File: src/rtl/muldiv_unit_if.sv
// rtl/muldiv_unit_if.sv - request, move-to and result signals of the multiply/divide unit
interface muldiv_unit_if #(parameter int DATA_W = 32);
    logic              Start;
    logic [1:0]        Op;
    logic [DATA_W-1:0] A;
    logic [DATA_W-1:0] B;
    logic              Flush;
    logic              MtHi;
    logic              MtLo;
    logic [DATA_W-1:0] MtData;
    logic              Busy;
    logic              Done;
    logic [DATA_W-1:0] Hi;
    logic [DATA_W-1:0] Lo;

    modport master (
        output Start, Op, A, B, Flush, MtHi, MtLo, MtData,
        input  Busy, Done, Hi, Lo
    );

    modport slave (
        input  Start, Op, A, B, Flush, MtHi, MtLo, MtData,
        output Busy, Done, Hi, Lo
    );
endinterface

File: src/rtl/muldiv_unit.sv
// rtl/muldiv_unit.sv - iterative radix-2 multiply/divide unit with HI/LO registers
// Signed ops are computed on magnitudes and sign-corrected in FIX.
module muldiv_unit #(
    parameter int DATA_W = 32
) (
    input logic          Clk,
    input logic          Reset,
    muldiv_unit_if.slave bus
);
    localparam int CNT_W = $clog2(DATA_W);
    localparam logic [CNT_W-1:0] LAST = CNT_W'(DATA_W - 1);

    typedef enum logic [1:0] {IDLE, CALC, FIX} state_t;

    state_t              state, stateNext;
    logic [1:0]          opReg;
    logic                signA, signB;
    logic [DATA_W-1:0]   divisor;
    logic [2*DATA_W-1:0] work;
    logic [CNT_W-1:0]    count;
    logic                doneReg;
    logic [DATA_W-1:0]   hiReg, loReg;

    logic                aNeg, bNeg, startOk;
    logic [DATA_W-1:0]   absA, absB;
    logic [DATA_W:0]     mulSum, divShift, divDiff;
    logic [2*DATA_W-1:0] workStep, prodFix;
    logic [DATA_W-1:0]   quotFix, remFix, resHi, resLo;

    always_comb begin
        startOk = bus.Start && !bus.Flush;
        aNeg    = !bus.Op[0] && bus.A[DATA_W-1];
        bNeg    = !bus.Op[0] && bus.B[DATA_W-1];
        absA    = aNeg ? -bus.A : bus.A;
        absB    = bNeg ? -bus.B : bus.B;
    end

    // work holds {upper partial, multiplier} for multiply and {remainder, quotient} for divide
    always_comb begin
        mulSum   = {1'b0, work[2*DATA_W-1:DATA_W]} + (work[0] ? {1'b0, divisor} : '0);
        divShift = {work[2*DATA_W-1:DATA_W], work[DATA_W-1]};
        divDiff  = divShift - {1'b0, divisor};
        if (!opReg[1])
            workStep = {mulSum, work[DATA_W-1:1]};
        else if (!divDiff[DATA_W])
            workStep = {divDiff[DATA_W-1:0], work[DATA_W-2:0], 1'b1};
        else
            workStep = {divShift[DATA_W-1:0], work[DATA_W-2:0], 1'b0};
    end

    // Divide by zero keeps an unnegated all-ones quotient; remainder then equals A
    always_comb begin
        prodFix = (signA ^ signB) ? -work : work;
        quotFix = ((signA ^ signB) && (divisor != '0)) ? -work[DATA_W-1:0] : work[DATA_W-1:0];
        remFix  = signA ? -work[2*DATA_W-1:DATA_W] : work[2*DATA_W-1:DATA_W];
        if (opReg[1]) begin
            resHi = remFix;
            resLo = quotFix;
        end else begin
            resHi = prodFix[2*DATA_W-1:DATA_W];
            resLo = prodFix[DATA_W-1:0];
        end
    end

    always_ff @(posedge Clk) begin
        if (Reset) state <= IDLE;
        else       state <= stateNext;
    end

    always_comb begin
        stateNext = state;
        case (state)
            IDLE:    if (startOk) stateNext = CALC;
            CALC:    if (bus.Flush) stateNext = IDLE;
                     else if (count == LAST) stateNext = FIX;
            FIX:     stateNext = IDLE;
            default: stateNext = IDLE;
        endcase
    end

    always_ff @(posedge Clk) begin
        if (Reset) begin
            opReg   <= '0;
            signA   <= 1'b0;
            signB   <= 1'b0;
            divisor <= '0;
            work    <= '0;
            count   <= '0;
            doneReg <= 1'b0;
            hiReg   <= '0;
            loReg   <= '0;
        end else begin
            doneReg <= 1'b0;
            case (state)
                IDLE: begin
                    if (bus.MtHi) hiReg <= bus.MtData;
                    if (bus.MtLo) loReg <= bus.MtData;
                    if (startOk) begin
                        opReg   <= bus.Op;
                        signA   <= aNeg;
                        signB   <= bNeg;
                        divisor <= absB;
                        work    <= {{DATA_W{1'b0}}, absA};
                        count   <= '0;
                    end
                end
                CALC: begin
                    if (!bus.Flush) begin
                        work  <= workStep;
                        count <= count + CNT_W'(1);
                    end
                end
                FIX: begin
                    if (!bus.Flush) begin
                        hiReg   <= resHi;
                        loReg   <= resLo;
                        doneReg <= 1'b1;
                    end
                end
                default: ;
            endcase
        end
    end

    assign bus.Busy = (state != IDLE);
    assign bus.Done = doneReg;
    assign bus.Hi   = hiReg;
    assign bus.Lo   = loReg;
endmodule

File: src/flat_wrapper.sv
// flat-port wrapper written by rule: the top's interface ports become plain ports
module muldiv_unit_flat 
#(
    parameter int DATA_W = 32
)
  (Clk, Reset, bus_Start, bus_Op, bus_A, bus_B, bus_Flush, bus_MtHi, bus_MtLo, bus_MtData, bus_Busy, bus_Done, bus_Hi, bus_Lo);
  muldiv_unit_if #(.DATA_W(DATA_W)) bus_i ();
  input logic Clk;
  input logic Reset;
  input wire logic [$bits(bus_i.Start)-1:0] bus_Start;
  input wire logic [$bits(bus_i.Op)-1:0] bus_Op;
  input wire logic [$bits(bus_i.A)-1:0] bus_A;
  input wire logic [$bits(bus_i.B)-1:0] bus_B;
  input wire logic [$bits(bus_i.Flush)-1:0] bus_Flush;
  input wire logic [$bits(bus_i.MtHi)-1:0] bus_MtHi;
  input wire logic [$bits(bus_i.MtLo)-1:0] bus_MtLo;
  input wire logic [$bits(bus_i.MtData)-1:0] bus_MtData;
  output wire logic [$bits(bus_i.Busy)-1:0] bus_Busy;
  output wire logic [$bits(bus_i.Done)-1:0] bus_Done;
  output wire logic [$bits(bus_i.Hi)-1:0] bus_Hi;
  output wire logic [$bits(bus_i.Lo)-1:0] bus_Lo;
  assign bus_i.Start = bus_Start;
  assign bus_i.Op = bus_Op;
  assign bus_i.A = bus_A;
  assign bus_i.B = bus_B;
  assign bus_i.Flush = bus_Flush;
  assign bus_i.MtHi = bus_MtHi;
  assign bus_i.MtLo = bus_MtLo;
  assign bus_i.MtData = bus_MtData;
  assign bus_Busy = bus_i.Busy;
  assign bus_Done = bus_i.Done;
  assign bus_Hi = bus_i.Hi;
  assign bus_Lo = bus_i.Lo;
  muldiv_unit #(.DATA_W(DATA_W)) u_core (.Clk(Clk), .Reset(Reset), .bus(bus_i));
endmodule
File: config.mk
export PLATFORM = sky130hd
export DESIGN_NAME = muldiv_unit_flat
export DESIGN_NICKNAME = d
export VERILOG_FILES = /design/src/rtl/muldiv_unit_if.sv /design/src/rtl/muldiv_unit.sv /design/src/flat_wrapper.sv
export SDC_FILE = /design/constraint.sdc
export NUM_CORES = 1
export LEC_CHECK = 0
export CAP_MARGIN = 10
export CORE_ASPECT_RATIO = 1.4
export CORE_UTILIZATION = 30
export DETAILED_ROUTE_END_ITERATION = 6
export GPL_ROUTABILITY_DRIVEN = 0
export GPL_TIMING_DRIVEN = 0
export HOLD_SLACK_MARGIN = 0.1
export PLACE_DENSITY_LB_ADDON = 0.1
export RECOVER_POWER = 25
export SYNTH_ARGS = -nofsm -noshare
export SYNTH_HDL_FRONTEND = slang
export SYNTH_SLANG_ARGS = --single-unit
File: constraint.sdc
create_clock -name Clk -period 8.9 [get_ports Clk]
set_clock_uncertainty 0.2 [all_clocks]
set_input_delay 0.89 -clock Clk [delete_from_list [all_inputs] [get_ports Clk]]
set_output_delay 0.89 -clock Clk [all_outputs]
set_load 0.005 [all_outputs]
==> reports/results.txt <==
Walking the worst path, the cells encountered are clkbuf_1 > inv_1 > fa_1 > nor2b_1 > o31ai_1 > a21oi_1 > a31oi_1 > nor3_1 > o21ai_0 > and3_1 > clkbuf_1 > nor2_1 > buf_4 > mux2i_1 > a31oi_1. Yosys printed 0 warnings. The fill cell instance count of the final layout came out at 4755.

The synthesized design spends more area on one cell type than any other, namely dfxtp_1. The logs give 1828 for the synthesized netlist cell count and 18 for the pin count of the biggest net entering global routing. Timing would allow up to 0.207 GHz. The portion of total power attributed to sequential cells was 0.391.

The slack of the worst reg-to-reg path is 4080 ps, and the final layout net count is 2193. The final total negative setup slack is 0 ps, and the latest clock arrival within the worst-skew pair is 460 ps. For this block, the initial DRC count from the detailed router was 824. From synthesis to final layout, the design area changed by 21.9%. Registers take 0.00342 mm2. The tools report the count of antenna-violating nets left after detailed routing as 0. The proportion of total power due to net switching is 0.346, and the data required time of the critical path is 9020 ps.

Summing over every cut layer, the via total after detailed routing is 14400. Cell with the largest stage delay on the worst path: nor2_1. The tools report the launching element of the worst setup path as u_core.work[32]. The clock net sink count was 171; the number of buffers inserted by port buffering was 169. In this run the most critical hold path is launched from u_core.bus.Hi[25]. The internal portion of the total power is 1430 uW. The share of flip-flops with an asynchronous set or reset works out to 0. After clock tree synthesis, the clock-pin slew on the worst setup and hold paths is 80 ps.

The flow ran to the end, and the final reports show no timing, DRC or antenna violations. Buffers inserted during clock tree synthesis total 17. Portion of total power attributed to combinational logic: 0.256.

The logs give 0.121 mV for the maximum resistive drop on vdd and 2 for the maximum number of buffers from clock root to sink. The number of storage elements in the synthesis netlist works out to 171. The first detailed-routing pass ran for 5 iterations. The power per cell area came out at 132 mW/mm2. The number of gates resized after CTS was 0.

The post-layout minimum cycle time was 4820 ps. Total power for the finished layout comes to 2180 uW. Clock root buffer: clkbuf_16. The number of buffers added to fix hold violations after cts was 0; the count of final setup violators was 0. The number of max-slew violations in the final report was 0; the mean instance size in the synthesized netlist was 7.43 um2. Endpoint of the worst hold-timing path: u_core.bus.Hi[25].

TritonCTS built the clock tree. The run gives 0 as the number of hold violations in the final report. For the max-slew headroom at the worst pin, the log shows 0.352.

In this run the cell area of the synthesized design comes to 0.0136 mm2. Once the clock tree was built, the setup fixing pass inserted 0 buffers. The area enclosed by the die boundary was 0.0462 mm2; the number of global-route vias before repair was 14500. Measured in cells, the most critical reg-to-reg path has a length of 15. Prevailing post-synth register cell: dfxtp_1. The run gives 0.249 as the total routing resource utilization after global routing.

In the routed design, unresolved DRC markers number 0. The kind of critical path was flop to flop. STA classifies the critical path endpoint as a flop. Beginning of the worst register-to-register path: u_core.work[32]. Setup repair after global routing left no endpoint under its margin. Along the worst path, the maximum fanout reaches 10.

The path class of the tightest hold or removal check is flop to flop. The fraction of layout instances using a drive strength above 1 was 0.0320; the number of distinct library cell variants in the gate-level netlist after synthesis was 73. For the pin with the worst max-slew slack, the measured transition is 964 ps.

Once detailed placement completed, the half-perimeter wirelength came to 47200 um. Sorting the synthesized cells by area gives the leading types as dfxtp_1, nor2_1, a21oi_1. For this design the top-level I/O count stands at 170. The total area inside the core boundary comes to 0.0444 mm2.

The tools report the initial antenna violation count as 0. Yosys mapped a number of flops with a built-in enable equal to 0. The endpoint identified for the worst register-to-register timing path is u_core.work[62]. The data arrival time of the critical path came out at 4950 ps. In the final routed layout, each cell accounts on average for 22.4 um. The routed design has 58000 um of wire. Global routing finished with a remaining overflow of 0.

The largest incremental delay on the critical path is 540 ps, and the top-area cell type share of the netlist area is 0.252. The worst path buffer plus inverter count was 4; the count of antenna diodes in the layout was 0. The portion of the clock cycle consumed by the worst path in the final layout was 0.542. Gate family responsible for the most delay along the worst path: simple AND/OR/NAND/NOR gates. The first global-routing pass estimated 86700 um of wire. For the initial core utilization, the log shows 0.306. Dividing the detail-routed via count by the number of cells gives 5.56. The run gives 4 as the depth of the CTS H-tree. The type of origin of the critical path was a flop. The worst hold path cell count is 1. The number of rows in the core area is 91. The logs give 0.00951 mm2 for the total area of multi-input combinational cells and 0.353 for the clock group share of total power. The die outline height was 254 um; the switching power was 754 uW. The sequential element share of the synthesized area was 0.252. In this run the horizontal extent of the chip is 182 um. The logs give 0.00644 uW for the leakage power total and 2004 for the net count after synthesis.

The run gives 0 as the number of max-capacitance violations reported.
[worst max-delay path by stage]
stage / depth (start not counted) / endpoint
floorplan: 15 / u_core.work[33]
global placement: 15 / u_core.work[62]
detailed placement: 15 / u_core.work[62]
CTS: 15 / u_core.work[62]
global route: 15 / u_core.work[60]
finish: 15 / u_core.work[62]
[cell families after synthesis]
| kind of cell | Yosys count | synth area share |
|---|---|---|
| compound gates | 603 | 0.289 |
| xor+xnor | 167 | 0.108 |
| fa+ha+maj | 72 | 0.0674 |
| buf+inv | 171 | 0.0484 |
| flops | 171 | 0.252 |
| mux | 33 | 0.0245 |
| simple gates | 611 | 0.211 |
[cell type report]
type,count,share of cell area
plain buffers,110,0.0258
multi-input cells,1486,0.574
clock buffers,18,0.0259
inverters,61,0.0138
well taps,558,0.0421
flip-flops and latches,171,0.207
repair buffers,170,0.103
clock inverters,14,0.00891
[flip-flops by register name, indices dropped and copies added, names as in the netlist]
name,count
u_core.bus.Done,1
u_core.state,2
u_core.opReg,1
u_core.divisor,32
u_core.bus.Hi,32
u_core.bus.Lo,32
u_core.work,64
u_core.count,5
u_core.signB,1
u_core.signA,1
[Yosys cell counts, types with 17 or more instances]
| master | n |
|---|---|
| nor2_1 | 256 |
| a21oi_1 | 182 |
| dfxtp_1 | 171 |
| nand2_1 | 130 |
| o21ai_0 | 103 |
| a211oi_1 | 101 |
| clkbuf_1 | 98 |
| xor2_1 | 85 |
| xnor2_1 | 82 |
| ha_1 | 70 |
| inv_1 | 61 |
| a21o_1 | 40 |
| nor3_1 | 36 |
| nor2b_1 | 35 |
| mux2i_1 | 31 |
| nand3_1 | 28 |
| a22oi_1 | 26 |
| or3_1 | 24 |
| o31ai_1 | 19 |
| nand2b_1 | 18 |
| nor4_1 | 18 |
| a311oi_1 | 17 |
| a31oi_1 | 17 |
[worst reg2reg max path, delay by kind of cell, from the launching register on]
| family | cells | cell delay, ps |
|---|---|---|
| compound gates | 5 | 1020 |
| fa+ha+maj | 1 | 490 |
| buf+inv | 4 | 1090 |
| flops | 1 | 390 |
| mux | 1 | 300 |
| simple gates | 4 | 1200 |
[power by group through the flow]
| stage | clock network [uW] | registers (uW) | logic [uW] |
|---|---|---|---|
| 6_report | 771 | 853 | 558 |
| 5_1_grt | 811 | 857 | 604 |
| 4_1_cts | 788 | 854 | 562 |
| 3_5_place_dp | 0 | 872 | 558 |
| 3_3_place_gp | 0 | 871 | 556 |
| 2_1_floorplan | 0 | 852 | 328 |
[routing by layer]
| layer | global-route usage | part of all wire | up-vias |
|---|---|---|---|
| met5 | 0 | 0 | - |
| met4 | 0.156 | 0.061 | 0 |
| met3 | 0.0226 | 0.030 | 117 |
| met2 | 0.476 | 0.52 | 354 |
| met1 | 0.261 | 0.39 | 6895 |
| li1 | - | - | 7019 |
[metrics by stage]
stage	hold slack, ps	setup slack (ps)	instances	utilization	area (um2)
4_1_cts	270	4170	2588	0.373	16600
5_1_grt	277	3860	2588	0.373	16600
3_5_place_dp	253	4210	2556	0.360	16000
3_3_place_gp	246	4210	2555	0.360	16000
2_1_floorplan	244	5340	1828	-	13600
6_report	253	4080	2588	0.373	16600
[layout by cell type (no fill, tap or decap), types with 36 or more instances in the layout]
cell               n
nor3_1            36
inv_1             61
xor2_1            85
clkdlybuf4s50_1  110
nand2_1          130
a211oi_1         101
clkbuf_1          99
nor2_1           256
xnor2_1           82
o21ai_0          103
a21o_1            40
ha_1              70
dfxtp_1          171
a21oi_1          182
dlygate4sd3_1     59
(Power assumes the default switching activity.)
